## src/rtl/spi_master.sv

```systemverilog
// SPI mode-0 master (CPOL=0, CPHA=0), MSB first. Each non-idle state lasts
// CLK_DIV clk cycles; hold keeps ss low across back-to-back frames.
module spi_master #(
  parameter int CLK_DIV    = 2,
  parameter int DATA_WIDTH = 8
) (
  input  logic                  clk,
  input  logic                  rst,
  input  logic                  start,
  input  logic                  hold,
  input  logic [DATA_WIDTH-1:0] din,
  output logic [DATA_WIDTH-1:0] dout,
  output logic                  busy,
  output logic                  done,
  output logic                  ss,
  output logic                  sck,
  output logic                  mosi,
  input  logic                  miso
);

  localparam int DIV_W = (CLK_DIV > 1) ? $clog2(CLK_DIV) : 1;
  localparam int BIT_W = (DATA_WIDTH > 1) ? $clog2(DATA_WIDTH) : 1;
  localparam logic [DIV_W-1:0] DIV_LAST = DIV_W'(CLK_DIV - 1);
  localparam logic [BIT_W-1:0] BIT_LAST = BIT_W'(DATA_WIDTH - 1);

  typedef enum logic [2:0] {
    S_IDLE,
    S_LOW,
    S_HIGH,
    S_TRAIL,
    S_GAP
  } state_t;

  state_t                  state_q, state_d;
  logic [DIV_W-1:0]        div_cnt_q, div_cnt_d;
  logic [BIT_W-1:0]        bit_cnt_q, bit_cnt_d;
  logic [DATA_WIDTH-1:0]   tx_sr_q, tx_sr_d;
  logic [DATA_WIDTH-1:0]   rx_sr_q, rx_sr_d;
  logic [DATA_WIDTH-1:0]   dout_q, dout_d;
  logic                    ss_q, ss_d;
  logic                    sck_q, sck_d;
  logic                    done_q, done_d;
  logic                    expire;

  assign expire = (div_cnt_q == DIV_LAST);

  always_comb begin
    state_d   = state_q;
    div_cnt_d = div_cnt_q;
    bit_cnt_d = bit_cnt_q;
    tx_sr_d   = tx_sr_q;
    rx_sr_d   = rx_sr_q;
    dout_d    = dout_q;
    ss_d      = ss_q;
    sck_d     = sck_q;
    done_d    = 1'b0;

    // Half-period timer restarts on every state change.
    if (state_q == S_IDLE || expire) div_cnt_d = '0;
    else                             div_cnt_d = div_cnt_q + DIV_W'(1);

    case (state_q)
      S_IDLE: begin
        if (start) begin
          tx_sr_d   = din;
          ss_d      = 1'b0;
          bit_cnt_d = BIT_LAST;
          state_d   = S_LOW;
        end else if (!ss_q && !hold) begin
          ss_d    = 1'b1;
          state_d = S_GAP;
        end
      end
      S_LOW: begin
        if (expire) begin
          sck_d   = 1'b1;
          rx_sr_d = {rx_sr_q[DATA_WIDTH-2:0], miso};
          state_d = S_HIGH;
        end
      end
      S_HIGH: begin
        if (expire) begin
          sck_d = 1'b0;
          if (bit_cnt_q == '0) begin
            state_d = S_TRAIL;
          end else begin
            // mosi is the MSB of tx_sr, so shifting on the falling edge
            // presents the next bit a full half-period before the rise.
            bit_cnt_d = bit_cnt_q - BIT_W'(1);
            tx_sr_d   = {tx_sr_q[DATA_WIDTH-2:0], 1'b0};
            state_d   = S_LOW;
          end
        end
      end
      S_TRAIL: begin
        if (expire) begin
          dout_d = rx_sr_q;
          done_d = 1'b1;
          if (hold) begin
            state_d = S_IDLE;
          end else begin
            ss_d    = 1'b1;
            state_d = S_GAP;
          end
        end
      end
      S_GAP: begin
        if (expire) state_d = S_IDLE;
      end
      default: state_d = S_IDLE;
    endcase
  end

  always_ff @(posedge clk) begin
    if (!rst) begin
      state_q   <= S_IDLE;
      div_cnt_q <= '0;
      bit_cnt_q <= '0;
      tx_sr_q   <= '0;
      rx_sr_q   <= '0;
      dout_q    <= '0;
      ss_q      <= 1'b1;
      sck_q     <= 1'b0;
      done_q    <= 1'b0;
    end else begin
      state_q   <= state_d;
      div_cnt_q <= div_cnt_d;
      bit_cnt_q <= bit_cnt_d;
      tx_sr_q   <= tx_sr_d;
      rx_sr_q   <= rx_sr_d;
      dout_q    <= dout_d;
      ss_q      <= ss_d;
      sck_q     <= sck_d;
      done_q    <= done_d;
    end
  end

  assign dout = dout_q;
  assign busy = (state_q != S_IDLE);
  assign done = done_q;
  assign ss   = ss_q;
  assign sck  = sck_q;
  assign mosi = tx_sr_q[DATA_WIDTH-1];

endmodule

```

## config.mk

```make
export PLATFORM = sky130hd
export DESIGN_NAME = spi_master
export DESIGN_NICKNAME = d
export VERILOG_FILES = /design/src/rtl/spi_master.sv
export SDC_FILE = /design/constraint.sdc
export NUM_CORES = 1
export LEC_CHECK = 0
export ABC_AREA = 0
export CAP_MARGIN = 20
export CORE_ASPECT_RATIO = 2
export CORE_MARGIN = 3
export CORE_UTILIZATION = 34
export CTS_CLUSTER_DIAMETER = 30
export DETAILED_ROUTE_END_ITERATION = 6
export GPL_TIMING_DRIVEN = 0
export PLACE_DENSITY = 0.58
export SYNTH_ARGS = -nofsm -noshare
export SYNTH_HDL_FRONTEND = slang
export SYNTH_SLANG_ARGS = --single-unit
```

## constraint.sdc

```tcl
create_clock -name clk -period 2.1 [get_ports clk]
set_input_delay 0.42 -clock clk [delete_from_list [all_inputs] [get_ports clk]]
set_output_delay 0.42 -clock clk [all_outputs]
set_load 0.005 [all_outputs]
```

-- Yosys cells after proc, flatten, opt, wreduce, memory -nomap -nowiden
Cells that the tools add are included.
- $add $sub $neg: 2
- equal/unequal tests: 12
- muxes and demuxes: 26
- bitwise logic cells: 1
- reduce and logical (&&, ||, !) cells: 18
- operators with widths (kind ; count):
    $mux W3 ; 10
    $mux W8 ; 3
    $pmux W8 S2 ; 1
    $pmux W3 S5 ; 1
    $ne A2 B2 Y1 const B ; 7
    $reduce_and A4 Y1 ; 2
    $mux W1 ; 7
    $eq A3 B2 Y1 const B ; 2
    $logic_not A3 Y1 ; 2
    $pmux W3 S2 ; 1
    $reduce_and A2 Y1 ; 3
    $reduce_bool A2 Y1 ; 3
    $reduce_and A5 Y1 ; 1
    $pmux W1 S2 ; 2
    $eq A3 B1 Y1 const B ; 1
    $eq A3 B3 Y1 const B ; 1
    $ne A3 B2 Y1 const B ; 1
    $reduce_and A3 Y1 ; 1
    $reduce_bool A3 Y1 ; 1
    $sub A3 B1 Y3 const B ; 1
    $logic_not A1 Y1 ; 2
    $mux W2 ; 1
    $reduce_or A2 Y1 ; 1
    $add A1 B1 Y1 const B ; 1
    other kinds (3) ; 3
- bits in registers: 34
- input port bits: 13
- output and inout port bits: 13
- logic and storage cells: 68

-- Depth between registers and ports, before layout
Gate-level depths: netlist of run 1.
- word-level depth: 5
- mapped depth: 7
- gate-level depth less buffers: 6

-- Worst setup path before layout of run 1
No wires, ideal clock.
- path type: reg2reg
- start point: reg bit_cnt_q[0]
- end point: reg bit_cnt_q[1]
- library setup time: 0.138 ns
- data arrival time: 1.340 ns
- required time: 1.962 ns
- setup slack: 0.622 ns
- cell stages (with the launch flop): 8
- buffers on the path: 1
- period minus slack after synthesis: 1.478 ns
- cells stage by stage: dfxtp_1 inv_1 ha_1 nor2b_1 o21ai_1 and2_1 clkbuf_1 a311oi_1
- word-level cells in the longest chain between the ends: 4
- elaborated cells between the ends (all ways): 7
- classes of those cells: add/sub: 1; eq/ne: 1; mux: 3; reduce/logical: 2
- ends and longest elaborated chain (what ; RTL line ; RTL):
    start, declared ; 36 ; logic [BIT_W-1:0] bit_cnt_q, bit_cnt_d;
    start signal, assigned ; 128 ; bit_cnt_q <= bit_cnt_d;
    $sub A3 B1 Y3 ; 89 ; bit_cnt_d = bit_cnt_q - BIT_W'(1);
    $mux W3 ; 84 ; if (bit_cnt_q == '0) begin
    $mux W3 ; 82 ; if (expire) begin
    $pmux W3 S2 ; 62 ; case (state_q)
Parallel ways exist; a longest one is shown, timed or not. The select of a mux whose other input is x is not followed.
A chain may end at the register's enable or synchronous reset.

-- Worst setup path after layout of run 1
- start point: reg state_q[0]
- end point: out busy
- word-level cells in the longest chain between the ends: 1
- ends and longest elaborated chain (what ; RTL line ; RTL):
    start, declared ; 34 ; state_t state_q, state_d;
    start signal, assigned ; 126 ; state_q <= state_d;
    $reduce_bool A3 Y1 ; 139 ; assign busy = (state_q != S_IDLE);
    end, declared ; 13 ; output logic busy,
Every way passes these cells.

==> results of run 1 <==
[final timing paths]
path              depth (start not counted)  startpoint      endpoint
setup reg to reg                          5  state_q[1]  bit_cnt_q[1]
hold / removal                            2     dout[2]       dout[2]
hold reg to reg                           2     dout[2]       dout[2]
setup / recovery                          3  state_q[0]          busy
[cells by family (layout without fill, tap and decap cells)]
| kind of cell | count (synthesis) | in the layout |
|---|---|---|
| mux | 15 | 15 |
| fa+ha+maj | 2 | 2 |
| compound gates | 41 | 41 |
| buf+inv | 15 | 46 |
| flops | 34 | 34 |
| simple gates | 56 | 56 |
[final cells by class]
cell class	count	area (sq um)	share of cell area [%]
plain buffers	9	46.3	2.47
clock buffers	6	82.6	4.41
clock inverters	2	12.5	0.668
inverters	4	15.0	0.802
multi-input cells	114	721	38.5
flip-flops and latches	34	681	36.3
well taps	52	65.1	3.47
repair buffers	25	250	13.4
[registers in the layout, indices dropped and copies added (netlist names)]
register / count
dout: 8
rx_sr_q: 8
tx_sr_q: 8
bit_cnt_q: 3
state_q: 3
div_cnt_q: 1
done: 1
sck: 1
ss: 1
[critical path: stages (launching register included)]
cell,delay (ns)
dfxtp_1,0.31
buf_6,0.12
or3_1,0.38
clkdlybuf4s50_1,0.48
[cell usage after synthesis (2+ instances only)]
cell / instances
dfxtp_1: 34
a21oi_1: 19
nand2_1: 19
mux2i_1: 15
nor2_1: 14
a211oi_1: 9
clkbuf_1: 8
nand2b_1: 5
inv_1: 4
and2_1: 2
ha_1: 2
nor2b_1: 2
nor3_1: 2
o21ai_0: 2
or2_2: 2
[routing by layer]
layer  vias up  wire, um  GRT usage (%)
li1        629         -              -
met1       546      1180           13.1
met2        28      1780           27.0
met3         6       147           3.78
met4         0        44           4.13
met5         -         0              0
[where the power goes]
part	switching [mW]	internal [mW]	total [mW]
combinational	0.130	0.135	0.264
sequential	0.0368	0.689	0.726
clock	0.230	0.263	0.493
total	0.396	1.09	1.48
[repair_timing]
item                                    in CTS  in global routing
hold endpoints to repair                     0                  0
gates resized for setup                      1                  0
endpoints found under the setup margin       1                  1
==> impl_metrics.tcl, run 1 <==
set metrics [dict create \
    status "completed" \
    place_inst 240 \
    synth-seq-cells 34 \
    drc 0 \
    synth_area_leader_cell "dfxtp_1" \
    core_sq_um 4130 \
    rows 33 \
    syn_to_final_growth_pct 27.4 \
    diodes 0 \
    tightestPinTransition_ns 0.511 \
    fill_cells 437 \
    fin_setup_tns_ns 0 \
    grt_pass1_vias 1263 \
    cts.reportedPaths.clkPinSlew_ns 0.06 \
    clkLatencyLatePin_ns 0.28 \
    place_hpwl_mm 2.50 \
    worst_setup_path_end_kind "output port" \
    r2r_slack_ns 0.27 \
    syn_nets 178 \
    period_share_pct 94.6 \
    grt_usage_pct 13.9 \
    cts_hold_buf 0 \
    ios 26 \
    final_area_sq_um 1870 \
    syn_inst 163 \
    grt_pass1_wl_mm 5.54 \
    clk_path_buf_depth 2 \
    synth.cell_area_sq_um 1470 \
    first_pass_iters 4 \
    nNetsFinal 208 \
    drtIter0Drc 9 \
    synth_top_area_share_pct 46.3 \
    total_power_mw 1.48 \
    finalNonFillerCells 246 \
    yosysSeqAreaShare_pct 46.3 \
    report.final.slew_viol_count 0 \
    ys_top_cells_by_area "dfxtp_1 (46%), mux2i_1 (10%), a21oi_1 (6.5%)" \
    dp_worst_setup_slack_ns 0.0636 \
    p_leak_nw 0.640 \
    async_flop_share_pct 0 \
    crit_required_ns 1.68 \
    min_path_type "flop to flop" \
    drive_above_1_share_pct 9.28 \
    vias 1209 \
    synth_top_family_by_area "simple AND/OR/NAND/NOR gates" \
    muxShareOfSynthArea_pct 10.2 \
    cp-start-kind "flop" \
    initial_core_util_pct 35.6 \
    relSlewSlack_pct 65.9 \
    yosys.area_share.adder_pct 1.70 \
    cts-root-buf "clkbuf_8" \
    synth_compound_area_share_pct 17.7 \
    placed_area_sq_um 1790 \
    die-area_sq_um 5200 \
    overflow 0 \
    synth_area_per_cell_sq_um 9.02 \
    wl_per_cell_um 12.8 \
    p_per_area_nw_per_um2 792 \
    final_common_cell "dfxtp_1" \
    synth_ff_type "dfxtp_1" \
    final_cell_mix "dfxtp_1 (34), clkdlybuf4s50_1 (25), nand2_1 (19), a21oi_1 (19), mux2i_1 (15)" \
    setup_viol 0 \
    drt_wl_total_mm 3.15 \
    cp_max_fo 9 \
    post-route-util_pct 45.4 \
    finalHoldViolations 0 \
    ys_warn_count 0 \
    die_h_um 99.0 \
    gp_congestion 0.759 \
    finalClockSkew_ns 0.00877 \
    htree_levels 2 \
    critical_path_class "flop to output port" \
    layout_setup_ws_ns 0.114 \
    synth-xor-area-share_pct 0 \
    numCtsBuffers 5 \
    vdd_drop_max_mv 0.551 \
    ant_nets 0 \
    cp.arrival_ns 1.57 \
    grt_max_degree 12 \
    rsz0062_at_grt "no" \
    avgViaCountPerCell 4.91 \
    synth_edf_count 0 \
    fin_crit_ns 1.99 \
    die_w_um 52.5 \
    timing.fmax_ghz 0.504 \
    synth-simple-area-share_pct 19.4 \
    cts.sinks 34 \
    grt_antenna_before_repair 0 \
    post_cts.repair.setup_buffers 0 \
    place.port_buffers 25 \
    max_cap_viol_count 0 \
    tritoncts "done" \
    hold_ws_ns 0.455 \
    ys_types 39 \
]
Power figures use the tool's default switching activity.
==> run 2, diff against run 1 <==
--- a/config.mk
+++ b/config.mk
@@ -9,11 +9,11 @@
 export CAP_MARGIN = 20
 export CORE_ASPECT_RATIO = 2
 export CORE_MARGIN = 3
-export CORE_UTILIZATION = 34
+export CORE_UTILIZATION = 45
 export CTS_CLUSTER_DIAMETER = 30
 export DETAILED_ROUTE_END_ITERATION = 6
 export GPL_TIMING_DRIVEN = 0
-export PLACE_DENSITY = 0.58
+export PLACE_DENSITY = 0.72
 export SYNTH_ARGS = -nofsm -noshare
 export SYNTH_HDL_FRONTEND = slang
 export SYNTH_SLANG_ARGS = --single-unit
==> run 2 against run 1 <==
  * Clock skew up 0.00063 ns
  * Maximum frequency down 2.0%
  * Sequential cell count unchanged
  * Register-to-register slack gained 0.03 ns
  * Critical endpoint unchanged
  * Wire length shrank 6.0%
==> impl_metrics.tcl, run 2 (synthesis gave the netlist of run 1 again) <==
set metrics [dict create \
    pwr-share-comb_pct 18.0 \
    max_cap_viol_count 0 \
    total_power_mw 1.48 \
    timing.fmax_ghz 0.494 \
    cts-root-buf "clkbuf_8" \
    numCtsBuffers 5 \
    grt_pass1_wl_mm 5.30 \
    place.port_buffers 25 \
    hold_ws_ns 0.452 \
    cts_hold_buf 0 \
    pwr-share-clk_pct 33.1 \
    drive_above_1_share_pct 9.23 \
    final_cell_mix "dfxtp_1 (34), clkdlybuf4s50_1 (25), nand2_1 (19), a21oi_1 (19), mux2i_1 (15)" \
    cp.arrival_ns 1.61 \
    wl_per_cell_um 13.2 \
    critical_path_class "flop to output port" \
    hold_depth 2 \
    power.switching_mw 0.389 \
    cts_resized 0 \
    r2r_start "bit_cnt_q[0]" \
    initial_core_util_pct 48.2 \
    post_cts.repair.setup_buffers 0 \
    rsz0062_at_grt "no" \
    r2r_slack_ns 0.30 \
    relSlewSlack_pct 66.3 \
    dp_worst_setup_slack_ns 0.0819 \
    final_area_sq_um 1850 \
    startpoint "state_q[1]" \
    place_hpwl_mm 2.25 \
    cts.sinks 34 \
    finalClockSkew_ns 0.00941 \
    diodes 0 \
    worst_setup_path_end_kind "output port" \
    setup_viol 0 \
    grt_antenna_before_repair 0 \
    die-area_sq_um 4030 \
    ios 26 \
    layout_setup_ws_ns 0.0745 \
    first_pass_iters 4 \
    fill_cells 281 \
    report.final.slew_viol_count 0 \
    tritoncts "done" \
    gp_congestion 0.784 \
    finalHoldViolations 0 \
    cp-start-kind "flop" \
    die_h_um 86.8 \
    status "completed" \
    tightestPinTransition_ns 0.504 \
    final_common_cell "dfxtp_1" \
    fin_setup_tns_ns 0 \
    min_path_type "flop to flop" \
    rows 28 \
    core_sq_um 3050 \
    htree_levels 2 \
    period_share_pct 96.5 \
    crit_required_ns 1.68 \
    p_leak_nw 0.646 \
    drtIter0Drc 31 \
    cp_max_fo 10 \
    power.share.sequential_pct 48.8 \
    vdd_drop_max_mv 0.675 \
    grt_max_degree 11 \
    fin_crit_ns 2.03 \
    avgViaCountPerCell 5.47 \
    overflow 0 \
    drc 0 \
    syn_to_final_growth_pct 25.6 \
    ant_nets 0 \
    grt_usage_pct 17.8 \
    nNetsFinal 209 \
    p_int_mw 1.09 \
    r2r_cells 7 \
    clk_path_buf_depth 2 \
    drt_wl_total_mm 2.96 \
    sw_frac_of_total_pct 26.4 \
    vias 1230 \
    p_per_area_nw_per_um2 800 \
    clkLatencyLatePin_ns 0.29 \
    placed_area_sq_um 1760 \
    grt_pass1_vias 1253 \
    cts.reportedPaths.clkPinSlew_ns 0.07 \
    die_w_um 46.4 \
    min_to "dout[4]" \
    r2r_end "tx_sr_q[7]" \
    worstHoldStart "dout[4]" \
]
[run 2: cell type report]
type                    count  area, sq um  area share (%)
plain buffers              10         51.3            2.78
repair buffers             25          250            13.6
multi-input cells         114          721            39.0
clock buffers               7         86.3            4.67
inverters                   4         15.0           0.813
clock inverters             1         5.00           0.271
flip-flops and latches     34          681            36.9
well taps                  30         37.5            2.03
[run 2: power by group through the flow]
stage          Combinational [mW]  Sequential [mW]  Clock (mW)
4_1_cts                     0.276            0.715       0.506
6_report                    0.267            0.721       0.490
2_1_floorplan               0.185            0.724           0
3_5_place_dp                0.274            0.729           0
5_1_grt                     0.298            0.727       0.529
3_3_place_gp                0.265            0.728           0
[run 2: worst max path at each step]
stage | end | slack, ns | cells past startpoint
2_1_floorplan | bit_cnt_q[1] | 0.62 | 7
4_1_cts | busy | 0.007 | 3
3_5_place_dp | tx_sr_q[7] | 0.08 | 6
6_report | busy | 0.07 | 3
5_1_grt | busy | 0.02 | 3
3_3_place_gp | bit_cnt_q[1] | 0.12 | 6
[run 2: per-layer routing]
layer / GRT usage, % / part of all wire (%) / vias up
met4: 9.07 / 2.0 / 0
li1: - / - / 628
met5: 0 / 0 / -
met1: 19.0 / 38 / 569
met3: 4.57 / 4.8 / 5
met2: 30.2 / 56 / 28
[run 2: per-stage QoR]
stage          utilization [%]  cells
2_1_floorplan                -    163
4_1_cts                   60.7    226
3_3_place_gp              57.7    218
3_5_place_dp              57.7    218
5_1_grt                   60.6    225
6_report                  60.6    225
[run 2: critical path: stages (launching register included)]
cell and delay [ns]:
dfxtp_1 0.33, buf_2 0.18, or3_1 0.35, clkdlybuf4s50_1 0.46
==> run 3, diff against run 2 <==
--- a/config.mk
+++ b/config.mk
@@ -8,12 +8,13 @@
 export ABC_AREA = 0
 export CAP_MARGIN = 20
 export CORE_ASPECT_RATIO = 2
-export CORE_MARGIN = 3
+export CORE_MARGIN = 2
 export CORE_UTILIZATION = 45
 export CTS_CLUSTER_DIAMETER = 30
 export DETAILED_ROUTE_END_ITERATION = 6
 export GPL_TIMING_DRIVEN = 0
 export PLACE_DENSITY = 0.72
+export SLEW_MARGIN = 20
 export SYNTH_ARGS = -nofsm -noshare
 export SYNTH_HDL_FRONTEND = slang
 export SYNTH_SLANG_ARGS = --single-unit
==> run 3 against run 2 <==
  * Via count up 0.16%
  * Sequential cell count unchanged
  * Sequential share of layout area down 0.37 points
  * Critical path depth unchanged
  * Final area up 1.0%
  * Maximum frequency down 0.23%
  * Critical endpoint unchanged
  * Count of clock-buffer cells in the layout down 2
  * Worst setup slack worse by 0.0047 ns
  * Critical path type unchanged
  * First-iteration DRC count down 9.7%
  * Combinational power about the same
  * Power up 6.6%
  * Die area down 6.5%
==> impl_metrics.tcl, run 3 (synthesis gave the netlist of run 1 again) <==
set metrics [dict create \
    status "completed" \
    tritoncts "done" \
    final_common_cell "dfxtp_1" \
    p_per_area_nw_per_um2 845 \
    crit_required_ns 1.68 \
    ios 26 \
    cp-start-kind "flop" \
    grt_max_degree 12 \
    nNetsFinal 209 \
    die_w_um 44.4 \
    drtIter0Drc 28 \
    gp_congestion 0.806 \
    wl_per_cell_um 13.2 \
    power.switching_mw 0.403 \
    syn_to_final_growth_pct 26.9 \
    power.share.sequential_pct 46.0 \
    vias 1232 \
    place.port_buffers 25 \
    p_int_mw 1.17 \
    p_leak_nw 0.655 \
    clkLatencyLatePin_ns 0.28 \
    r2r_slack_ns 0.36 \
    cts_resized 0 \
    total_power_mw 1.58 \
    grt_antenna_before_repair 0 \
    max_cap_viol_count 0 \
    timing.fmax_ghz 0.493 \
    die-area_sq_um 3770 \
    avgViaCountPerCell 5.45 \
    period_share_pct 96.7 \
    fin_crit_ns 2.03 \
    pwr-share-clk_pct 37.1 \
    cp_max_fo 10 \
    clk_path_buf_depth 2 \
    htree_levels 2 \
    initial_core_util_pct 46.6 \
    grt_usage_pct 18.7 \
    setup_viol 0 \
    finalClockSkew_ns 0.00194 \
    worstHoldStart "dout[5]" \
    finalHoldViolations 0 \
    busiest_layer "met2" \
    vdd_drop_max_mv 0.674 \
    finalNonFillerCells 226 \
    report.final.slew_viol_count 0 \
    rsz0062_at_grt "no" \
    grt_pass1_vias 1310 \
    first_pass_iters 4 \
    use_met2_pct 33.3 \
    die_h_um 84.8 \
    startpoint "state_q[1]" \
    place_inst 219 \
    pwr-share-comb_pct 17.0 \
    drt_wl_total_mm 2.99 \
    place_hpwl_mm 2.24 \
    core_sq_um 3160 \
    cts.reportedPaths.clkPinSlew_ns 0.07 \
    cts_hold_buf 0 \
    hold_ws_ns 0.453 \
    critical_path_class "flop to output port" \
    tightestPinTransition_ns 0.484 \
    numCtsBuffers 5 \
    worst_setup_path_end_kind "output port" \
    final_cell_mix "dfxtp_1 (34), clkdlybuf4s50_1 (25), nand2_1 (19), a21oi_1 (19), mux2i_1 (15)" \
    grt_pass1_wl_mm 5.36 \
    fin_setup_tns_ns 0 \
    drive_above_1_share_pct 9.74 \
    met3_usage_pct 4.68 \
    relSlewSlack_pct 67.6 \
    r2r_start "bit_cnt_q[0]" \
    cts.sinks 34 \
    post_cts.repair.setup_buffers 0 \
    rows 29 \
    met1_usage_pct 18.2 \
    overflow 0 \
    diodes 0 \
    drc 0 \
    cts-root-buf "clkbuf_8" \
    cp.arrival_ns 1.61 \
    ant_nets 0 \
    min_path_type "flop to flop" \
    sw_frac_of_total_pct 25.6 \
]
## run 3: area by class of cell
type                            instances  area [sq um]
Clock buffer                            5          68.8
Tap cell                               31          38.8
Multi-Input combinational cell        114           721
Fill cell                             288          1290
Inverter                                4          15.0
Buffer                                 10          51.3
Timing Repair Buffer                   25           250
Sequential cell                        34           681
Clock inverter                          3          40.0
## run 3: per-layer routing
metal	vias up	wire, um
met2	35	1670
met5	-	0
li1	625	-
met4	0	93
met1	562	1110
met3	10	116
## run 3: worst paths after layout
kind	to	cells past startpoint
max	busy	3
min	dout[5]	2
max reg2reg	tx_sr_q[1]	7
min reg2reg	dout[5]	2
## run 3: power by group through the flow
stage,clock network (mW),logic (mW),registers (mW)
floorplan,0,0.185,0.724
global placement,0,0.265,0.728
detailed placement,0,0.273,0.732
CTS,0.601,0.277,0.717
global route,0.621,0.303,0.730
finish,0.584,0.268,0.724
## run 3: critical path, cell delays in order, from the launching register on
cell and delay [ns]:
dfxtp_1 0.34, clkbuf_2 0.19, or3_1 0.34, clkdlybuf4s50_1 0.46
## run 3: through the flow
step / area, sq um / setup WS, ns / util [%]
4_1_cts: 1870 / 0.0144 / 59.2
6_report: 1870 / 0.0698 / 59.1
3_5_place_dp: 1760 / 0.119 / 55.7
3_3_place_gp: 1760 / 0.140 / 55.7
5_1_grt: 1870 / 0.0198 / 59.1
2_1_floorplan: 1470 / 0.622 / -
